[src/rtl/pusher_chain_pkg.sv]
// Shared types and default sizing for the pusher chain flow controller.
package pusher_chain_pkg;

    localparam int DEPTH_DEFAULT = 8;
    localparam int WIDTH_DEFAULT = 8;
    localparam int CNT_W_DEFAULT = 16;

    typedef enum logic [1:0] {
        IDLE  = 2'd0,
        RUN   = 2'd1,
        DRAIN = 2'd2
    } sched_state_t;

endpackage

[src/rtl/pusher_chain_sched_if.sv]
// Handshake, control and status bundle between the chain environment and its scheduler.
interface pusher_chain_sched_if
    import pusher_chain_pkg::*;
#(
    parameter int DEPTH = DEPTH_DEFAULT,
    parameter int CNT_W = CNT_W_DEFAULT
);
    localparam int OCC_W = $clog2(DEPTH + 1);

    logic             in_valid;
    logic             in_ready;
    logic             out_valid;
    logic             out_ready;
    logic             hold;
    logic             flush;
    logic             flush_done;
    logic [DEPTH-1:0] stage_en;
    logic [DEPTH-1:0] stage_valid;
    logic [OCC_W-1:0] occupancy;
    logic [CNT_W-1:0] in_count;
    logic [CNT_W-1:0] out_count;
    logic             busy;

    modport master (
        output in_valid, out_ready, hold, flush,
        input  in_ready, out_valid, flush_done, stage_en, stage_valid,
               occupancy, in_count, out_count, busy
    );

    modport slave (
        input  in_valid, out_ready, hold, flush,
        output in_ready, out_valid, flush_done, stage_en, stage_valid,
               occupancy, in_count, out_count, busy
    );

endinterface

[src/rtl/chain_slot_ctrl.sv]
// One chain stage's occupancy bit plus its ready/load-enable terms.
module chain_slot_ctrl (
    input  logic clock,
    input  logic reset,
    input  logic hold,
    input  logic src_valid,
    input  logic ready_next,
    output logic valid,
    output logic ready,
    output logic stage_en
);
    logic valid_q;
    logic valid_d;

    // A stage can take a new item if it is empty or its own item moves on.
    assign ready    = ~valid_q | ready_next;
    assign stage_en = ready & src_valid & ~hold & reset;
    assign valid    = valid_q;

    // Next occupancy: load wins, otherwise release when the item moves downstream.
    always_comb begin
        valid_d = valid_q;
        if (stage_en) begin
            valid_d = 1'b1;
        end else if (valid_q & ready_next & ~hold) begin
            valid_d = 1'b0;
        end else begin
            valid_d = valid_q;
        end
    end

    // Occupancy register with synchronous active-low reset.
    always_ff @(posedge clock) begin
        if (!reset) begin
            valid_q <= 1'b0;
        end else begin
            valid_q <= valid_d;
        end
    end

endmodule

[src/rtl/pusher_chain_sched.sv]
// Flow controller for the pusher shift chain: per-stage enables, handshakes,
// drain/hold sequencing, occupancy and transfer counters.
module pusher_chain_sched
    import pusher_chain_pkg::*;
#(
    parameter int DEPTH = DEPTH_DEFAULT,
    parameter int CNT_W = CNT_W_DEFAULT
) (
    input  logic                clock,
    input  logic                reset,
    pusher_chain_sched_if.slave bus
);
    localparam int OCC_W = $clog2(DEPTH + 1);

    sched_state_t     state_q, state_d;
    logic [OCC_W-1:0] occ_q, occ_d;
    logic [CNT_W-1:0] in_cnt_q, in_cnt_d;
    logic [CNT_W-1:0] out_cnt_q, out_cnt_d;
    logic             flush_pend_q, flush_pend_d;
    logic             flush_done_q, flush_done_d;
    logic [DEPTH-1:0] en_s;
    logic [DEPTH-1:0] valid_s;
    logic             accept_ok_s;
    logic             in_ready_s;
    logic             out_valid_s;
    logic             in_fire_s;
    logic             out_fire_s;
    logic             flush_eff_s;

    assign accept_ok_s = (state_q != DRAIN);

    // Ready ripples from the output back to the input through per-slot signals.
    for (genvar i = 0; i < DEPTH; i++) begin : g_slot
        logic ready_s;
        logic ready_nxt_s;
        logic src_s;

        if (i == DEPTH - 1) begin : g_last
            assign ready_nxt_s = bus.out_ready;
        end else begin : g_mid
            assign ready_nxt_s = g_slot[i+1].ready_s;
        end

        if (i == 0) begin : g_first
            assign src_s = bus.in_valid & accept_ok_s;
        end else begin : g_rest
            assign src_s = valid_s[i-1];
        end

        chain_slot_ctrl u_slot (
            .clock      (clock),
            .reset      (reset),
            .hold       (bus.hold),
            .src_valid  (src_s),
            .ready_next (ready_nxt_s),
            .valid      (valid_s[i]),
            .ready      (ready_s),
            .stage_en   (en_s[i])
        );
    end

    assign in_ready_s  = g_slot[0].ready_s & ~bus.hold & accept_ok_s & reset;
    assign out_valid_s = valid_s[DEPTH-1] & ~bus.hold & reset;
    assign in_fire_s   = bus.in_valid & in_ready_s;
    assign out_fire_s  = out_valid_s & bus.out_ready;

    // FSM, counters and flush latch; hold freezes everything but the latch.
    always_comb begin
        state_d      = state_q;
        occ_d        = occ_q;
        in_cnt_d     = in_cnt_q;
        out_cnt_d    = out_cnt_q;
        flush_pend_d = flush_pend_q;
        flush_done_d = 1'b0;
        flush_eff_s  = bus.flush | flush_pend_q;
        if (bus.hold) begin
            flush_pend_d = flush_pend_q | bus.flush;
        end else begin
            flush_pend_d = 1'b0;
            occ_d        = occ_q + OCC_W'(in_fire_s) - OCC_W'(out_fire_s);
            in_cnt_d     = in_cnt_q + CNT_W'(in_fire_s);
            out_cnt_d    = out_cnt_q + CNT_W'(out_fire_s);
            case (state_q)
                IDLE: begin
                    // An item taken together with a flush is drained like in RUN.
                    if (flush_eff_s && in_fire_s) begin
                        state_d = DRAIN;
                    end else if (flush_eff_s) begin
                        flush_done_d = 1'b1;
                    end else if (in_fire_s) begin
                        state_d = RUN;
                    end else begin
                        state_d = IDLE;
                    end
                end
                RUN: begin
                    if (flush_eff_s) begin
                        state_d = DRAIN;
                    end else if (occ_d == '0) begin
                        state_d = IDLE;
                    end else begin
                        state_d = RUN;
                    end
                end
                DRAIN: begin
                    if (occ_d == '0) begin
                        state_d      = IDLE;
                        flush_done_d = 1'b1;
                    end else begin
                        state_d = DRAIN;
                    end
                end
                default: begin
                    state_d = IDLE;
                end
            endcase
        end
    end

    // Control state registers with synchronous active-low reset.
    always_ff @(posedge clock) begin
        if (!reset) begin
            state_q      <= IDLE;
            occ_q        <= '0;
            in_cnt_q     <= '0;
            out_cnt_q    <= '0;
            flush_pend_q <= 1'b0;
            flush_done_q <= 1'b0;
        end else begin
            state_q      <= state_d;
            occ_q        <= occ_d;
            in_cnt_q     <= in_cnt_d;
            out_cnt_q    <= out_cnt_d;
            flush_pend_q <= flush_pend_d;
            flush_done_q <= flush_done_d;
        end
    end

    assign bus.in_ready    = in_ready_s;
    assign bus.out_valid   = out_valid_s;
    assign bus.stage_en    = en_s;
    assign bus.stage_valid = valid_s;
    assign bus.occupancy   = occ_q;
    assign bus.in_count    = in_cnt_q;
    assign bus.out_count   = out_cnt_q;
    assign bus.flush_done  = flush_done_q;
    assign bus.busy        = (state_q != IDLE);

endmodule

[src/flat_wrapper.sv]
// flat-port wrapper written by rule: the top's interface ports become plain ports
module pusher_chain_sched_flat import pusher_chain_pkg::*;
#(
    parameter int DEPTH = DEPTH_DEFAULT,
    parameter int CNT_W = CNT_W_DEFAULT
)
  (clock, reset, bus_in_valid, bus_out_ready, bus_hold, bus_flush, bus_in_ready, bus_out_valid, bus_flush_done, bus_stage_en, bus_stage_valid, bus_occupancy, bus_in_count, bus_out_count, bus_busy);
  pusher_chain_sched_if #(.DEPTH(DEPTH), .CNT_W(CNT_W)) bus_i ();
  input  logic clock;
  input  logic reset;
  input wire logic [$bits(bus_i.in_valid)-1:0] bus_in_valid;
  input wire logic [$bits(bus_i.out_ready)-1:0] bus_out_ready;
  input wire logic [$bits(bus_i.hold)-1:0] bus_hold;
  input wire logic [$bits(bus_i.flush)-1:0] bus_flush;
  output wire logic [$bits(bus_i.in_ready)-1:0] bus_in_ready;
  output wire logic [$bits(bus_i.out_valid)-1:0] bus_out_valid;
  output wire logic [$bits(bus_i.flush_done)-1:0] bus_flush_done;
  output wire logic [$bits(bus_i.stage_en)-1:0] bus_stage_en;
  output wire logic [$bits(bus_i.stage_valid)-1:0] bus_stage_valid;
  output wire logic [$bits(bus_i.occupancy)-1:0] bus_occupancy;
  output wire logic [$bits(bus_i.in_count)-1:0] bus_in_count;
  output wire logic [$bits(bus_i.out_count)-1:0] bus_out_count;
  output wire logic [$bits(bus_i.busy)-1:0] bus_busy;
  assign bus_i.in_valid = bus_in_valid;
  assign bus_i.out_ready = bus_out_ready;
  assign bus_i.hold = bus_hold;
  assign bus_i.flush = bus_flush;
  assign bus_in_ready = bus_i.in_ready;
  assign bus_out_valid = bus_i.out_valid;
  assign bus_flush_done = bus_i.flush_done;
  assign bus_stage_en = bus_i.stage_en;
  assign bus_stage_valid = bus_i.stage_valid;
  assign bus_occupancy = bus_i.occupancy;
  assign bus_in_count = bus_i.in_count;
  assign bus_out_count = bus_i.out_count;
  assign bus_busy = bus_i.busy;
  pusher_chain_sched #(.DEPTH(DEPTH), .CNT_W(CNT_W)) u_core (.clock(clock), .reset(reset), .bus(bus_i));
endmodule
[config.mk]
export PLATFORM = sky130hd
export DESIGN_NAME = pusher_chain_sched_flat
export DESIGN_NICKNAME = d
export VERILOG_FILES = /design/src/rtl/pusher_chain_pkg.sv /design/src/rtl/pusher_chain_sched_if.sv /design/src/rtl/chain_slot_ctrl.sv /design/src/rtl/pusher_chain_sched.sv /design/src/flat_wrapper.sv
export SDC_FILE = /design/constraint.sdc
export NUM_CORES = 1
export LEC_CHECK = 0
export CAP_MARGIN = 10
export CORE_MARGIN = 3
export CORE_UTILIZATION = 50
export CTS_CLUSTER_DIAMETER = 200
export DETAILED_ROUTE_END_ITERATION = 16
export GPL_ROUTABILITY_DRIVEN = 1
export PLACE_DENSITY = 0.91
export SLEW_MARGIN = 0
export SYNTH_ARGS = -nofsm -noshare
export SYNTH_HDL_FRONTEND = slang
export SYNTH_SLANG_ARGS = --single-unit
[constraint.sdc]
create_clock -name clock -period 3.05 [get_ports clock]
set_input_delay 0.305 -clock clock [delete_from_list [all_inputs] [get_ports clock]]
set_output_delay 0.305 -clock clock [all_outputs]
set_load 0.005 [all_outputs]
After elaboration in Yosys (flattened, before gate mapping)
Index checks and enable logic that the tools add are counted.

Bits of input ports: 6. Bits in registers: 48. Output and inout bits: 56. Word-level logic and storage cells: 117.

Eq/ne operators: 4. Add/sub/neg operators: 4. Reductions and logical operators: 15. Muxes and demuxes: 27. Bitwise gates (word level): 53.

Operators by type and width (count): AND 1 bit (34); adder 16 x 1 -> 16 bit (2); 2-to-1 mux 1 bit (21); nonzero test 2 bit (9); NOT 1 bit (10); OR 1 bit (9); 2-to-1 mux 2 bit (4); one-hot mux 2 bit (3 select lines) (1); adder 4 x 1 -> 4 bit (1); logical NOT 4 bit (1); AND reduction 2 bit (2); subtractor 4 x 1 -> 4 bit (1); != test 3 bit, second input constant (1); equality test 2 x 1 -> 1 bit, second input constant (1); equality test 2 bit, second input constant (1); logical NOT 2 bit (1); != test 2 bit, second input constant (1); one-hot mux 1 bit (2 select lines) (1); OR reduction 2 bit (1); logical AND 1 bit (1).

Logic depth before layout (Yosys ltp)
Depth in word-level cells: 19. Mapped depth: 12. Mapped depth without buffers: 10.

Hierarchy
Synthesis repeated with hierarchy kept, for this count alone.

Cells, all modules: 284. Area total of the unflattened synthesis: 2561.2 µm².

Modules (own cells, without submodules): pusher_chain_sched (area an instance 1960.6 µm², seq. area each 800.8 µm², cells an instance 228, instances 1); chain_slot_ctrl (area an instance 75.1 µm², seq. area each 20.0 µm², cells an instance 7, instances 8).

Least setup slack after synthesis
Ideal clock, no wire load.

Path kind: input to register. Start: input port bus_hold. End: register u_core.flush_done_q (netlist: u_core.bus.flush_done). Stages: 12. Required time: 2989 ps. Arrival: 2188 ps. Setup time: 61 ps. Setup slack: 801 ps. Path buffers: 2. Cells stage by stage: buf_6 -> nor2b_1 -> buf_2 -> and3_1 -> ha_1 -> inv_1 -> ha_1 -> fa_1 -> xnor2_1 -> nand2_1 -> a21oi_1 -> a32o_1.

Cells in the longest elaborated chain, start to end: 10. Elaborated cells between the ends (all ways): 16. Those cells by class: 2 x add/sub; 3 x mux; 8 x bitwise; 3 x reduce/logical.

Ends and longest elaborated chain: from (decl) (line flat_wrapper.sv:13) `input wire logic [$bits(bus_i.hold)-1:0] bus_hold;`; NOT 1 bit (no source line); AND 1 bit (3 in series) (line pusher_chain_sched.sv:62) `assign in_ready_s = g_slot[0].ready_s & ~bus.hold & accept_ok_s & reset;`; AND 1 bit (line pusher_chain_sched.sv:64) `assign in_fire_s = bus.in_valid & in_ready_s;`; adder 4 x 1 -> 4 bit (line pusher_chain_sched.sv:80) `occ_d = occ_q + OCC_W'(in_fire_s) - OCC_W'(out_fire_s);`; subtractor 4 x 1 -> 4 bit (line pusher_chain_sched.sv:80); logical NOT 4 bit (line pusher_chain_sched.sv:106) `if (occ_d == '0) begin`; 2-to-1 mux 1 bit (line pusher_chain_sched.sv:106); one-hot mux 1 bit (2 select lines) (line pusher_chain_sched.sv:83) `case (state_q)`; to (signal assigned) (line pusher_chain_sched.sv:135) `flush_done_q <= flush_done_d;`; to (decl) (line pusher_chain_sched.sv:20) `logic flush_done_q, flush_done_d;`.

Several ways; a longest one is shown, not always the timed one. A chain may end at the register's enable or synchronous reset.

Worst setup path after layout
Start: input port bus_out_ready. End: register u_core.flush_done_q (netlist: u_core.bus.flush_done).

Cells in the longest elaborated chain, start to end: 17. Elaborated cells between the ends (all ways): 20. Those cells by class: 2 x add/sub; 3 x mux; 13 x bitwise; 2 x reduce/logical.

Ends and longest elaborated chain: from (decl) (line flat_wrapper.sv:12) `input wire logic [$bits(bus_i.out_ready)-1:0] bus_out_ready;`; OR 1 bit (8 in series) (line chain_slot_ctrl.sv:16) `assign ready = ~valid_q | ready_next;`; AND 1 bit (3 in series) (line pusher_chain_sched.sv:62); AND 1 bit (line pusher_chain_sched.sv:64); adder 4 x 1 -> 4 bit (line pusher_chain_sched.sv:80); subtractor 4 x 1 -> 4 bit (line pusher_chain_sched.sv:80); logical NOT 4 bit (line pusher_chain_sched.sv:106); 2-to-1 mux 1 bit (line pusher_chain_sched.sv:106); one-hot mux 1 bit (2 select lines) * (line pusher_chain_sched.sv:83).

Mark *: on every way between the ends. The rest lies on a longest branch, timed or not.

==> results by group <==
Clock network
  • CTS Root Cell: clkbuf_8
  • H-tree depth: 2
  • Cts bufs inserted: 5
  • Post-CTS resize count: 0
  • Clock Latency Late Sink: approximately 300 ps
  • Clk pin slew, worst setup/hold paths: 90 ps
  • Buffer count from post-CTS setup fixing: 0
  • TritonCTS clock tree: yes
  • Hold Buf Count CTS: 0
  • Clock sink total: 48
  • Clock tree buffer depth: 2

Hold path
  • Hold Path Cell Cnt: 2
  • Min-delay src: u_core.bus.out_count[15]
  • Worst Hold End: u_core.bus.out_count[15]
  • Worst hold path type: flip-flop to flip-flop

Synthesis
  • Synth async-reset ratio: 0%
  • Primary FF master, synth: dfxtp_1
  • Avg Inst Size Synth: 8.85 µm²
  • Yosys warns: 0
  • Syn_nets: 325
  • EDFF count, synth: 0
  • Cell Area, Synth: 2740 µm²
  • Library cells used by synthesis: 43
  • Share of the yosys chip area belonging to registers: roughly a third
  • Synth Register Bits: 48
  • Synth area leader: dfxtp_1
  • Yosys top cell area share: 35.0%
  • Top post-synthesis cells by area: dfxtp_1, and2_1, buf_4
  • Mapped Cells: 310

Setup path
  • Critical Path End Type: flip-flop
  • FF-to-FF Start: u_core.g_slot[7].u_slot.valid
  • FF-to-FF setup slack: about 600 ps
  • Crit path DAT: 2830 ps
  • CP max FO: 6
  • CP peak stage delay: 490 ps
  • CP bufs+invs: 1
  • Worst Path Required: 3290 ps
  • R2R depth: 9
  • Critical path cell sequence: clkdlybuf4s50_1, nand2b_1, o41ai_2, nor2_1, ha_1, fa_1, xnor2_1, nand2_1, a21oi_1, a32o_1
  • Worst setup SP type: primary input
  • Reg2Reg Capture Point: u_core.bus.flush_done
  • Setup Crit Path Kind: primary input to flip-flop
  • Cell family with most CP delay: compound AO/OA/AOI/OAI gates
  • Slowest-stage cell, CP: clkdlybuf4s50_1

Drt
  • DRT iter0 DRCs: 105
  • Final antenna-violating net count: 0
  • Per-cell routed wire length: 13.5 µm
  • Total Wirelength: 5750 µm
  • Drt pass-1 iters: 5
  • Vias per cell: 5.36
  • Residual DRC: 0
  • Via count: 2283

GRT
  • First-pass GRT wire length: 9740 µm
  • Vias in the first global route: 2177
  • Gr ovfl total: 0
  • Initial antenna violation count: 0
  • Largest net degree at the start of global routing: 53
  • Total GRT Usage: 18.6%

Timing
  • Highest Clock Rate: approximately 0.39 GHz
  • Final Critical Period: ~2600 ps
  • Layout Skew: roughly 11 ps
  • Unrepaired setup endpoints after global routing: no
  • Final period util: between 80% and 90%
  • # setup viols final: 0
  • Fin. Hold Viols: 0
  • Least-Margin Pin Slew: 441 ps
  • Max-slew violations: 0
  • WHS: 480 ps
  • Relative slew slack: 70.6%
  • Setup_tns: 0 ps

Cells and area
  • Antenna cells: 0
  • Share of post-route cells with drive strength above 1: 6.46%
  • # nets final: 370
  • Area delta synth->final: 24.6%

Pwr
  • Static leakage: 1.38 nW
  • Pwr Density: 350 nW/µm²
  • Peak VDD IR: 0.000262 V

Die
  • Core ar.: around 5200 µm²
  • Die area: 6410 µm²
  • Initial core utilization: 52.7%
  • Die Ht: 80.1 µm
  • Die X: 80.1 µm
  • I/O Pins: 62
  • Site row count: 26

Placed design
  • HPWL after detailed placement: 4100 µm
  • Port Buffers: 61
  • Routability cong.: 0.809

Run status
  • Status: completed

Flow run
  • Max Cap Viol: 0
cell usage in the layout, fill, tap and decap left out, drive strengths merged, types with 8 or more instances in the layout:
cell,instances
a21boi,12
and2,24
and3,8
clkdlybuf4s50,61
dfxtp,48
ha,8
inv,14
mux2i,8
nand2,16
nand2b,14
nor2,13
nor2b,10
nor3,10
nor4,10
o21ai,16
xnor2,11
xor2,13
area by class of cell:
| class | instances | area, µm² |
|---|---|---|
| Fill cell | 449 | 1790 |
| Multi-Input combinational cell | 221 | 1560 |
| Sequential cell | 48 | 961 |
| Timing Repair Buffer | 66 | 648 |
| Tap cell | 70 | 87.6 |
| Clock buffer | 5 | 68.8 |
| Inverter | 13 | 48.8 |
| Clock inverter | 3 | 46.3 |
worst max-delay path by stage:
stage	cells after the start	from	end
final	10	bus_out_ready	u_core.bus.flush_done
after global routing	10	bus_out_ready	u_core.bus.flush_done
after CTS	10	bus_out_ready	u_core.bus.flush_done
after detailed placement	10	bus_out_ready	u_core.bus.flush_done
after global placement	10	bus_out_ready	u_core.bus.flush_done
after floorplan	12	bus_hold	u_core.bus.flush_done
power by group:
group	total (W)	leakage, nW	switching (W)	internal [W]
Sequential	0.000641	0.387	0.00000791	0.000633
Clock	0.000467	0.0548	0.000220	0.000247
Combinational	0.0000902	0.937	0.0000426	0.0000476
worst register-to-register path, cell delays in order (launching register included):
cell	delay, ps
dfxtp_1	450
nand2b_1	140
o41ai_2	370
nor2_1	130
ha_1	250
fa_1	380
xnor2_1	190
nand2_1	80
a21oi_1	220
a32o_1	200
sequential cells by signal, indices dropped and copies added, names as in the netlist:
signal                      flops
u_core.state_q                  2
u_core.flush_pend_q             1
u_core.bus.occupancy            4
u_core.bus.out_count           16
u_core.bus.in_count            16
u_core.bus.flush_done           1
u_core.g_slot.u_slot.valid      8
metrics by stage:
step                      std cells  util (%)  instance area, µm²  power, W  setup slack, ps
after global placement          418      63.5                3300  0.000743              295
after global routing            426      65.7                3420   0.00124              314
after detailed placement        418      63.5                3300  0.000745              169
after CTS                       426      65.7                3420   0.00121              467
final                           426      65.7                3420   0.00120              462
after floorplan                 310         -                2740  0.000712              801
cell usage after synthesis (5+ instances only):
master,instances
clkbuf_1,9
and3_1,8
o21ai_0,16
nor3_1,10
a21boi_0,10
nor4_1,8
nand3b_1,5
ha_1,8
nand4_1,5
buf_4,16
dfxtp_1,48
and2_1,24
xor2_1,13
a21oi_1,5
mux2i_1,8
inv_1,13
nand2b_1,14
or3_1,7
nor2_1,13
xnor2_1,11
nor2b_1,10
nand2_1,16
nand3_1,6
cell families after synthesis:
family / after synthesis / synth area share (%)
AO/OA/AOI/OAI: 40 / 9.44
flip-flops: 48 / 35.0
AND/OR/NAND/NOR: 140 / 32.4
adder cells (fa/ha/maj): 9 / 4.38
multiplexers: 8 / 2.92
buffers and inverters: 41 / 8.17
XOR/XNOR: 24 / 7.66
routing by layer:
layer | up-vias | track usage, % | part of all wire (%)
met5 | - | 0 | 0
met4 | 0 | 4.22 | 1.4
met3 | 8 | 4.37 | 4.8
met2 | 55 | 32.2 | 49
met1 | 1077 | 23.4 | 45
li1 | 1143 | - | -
(Power assumes the default switching activity.)
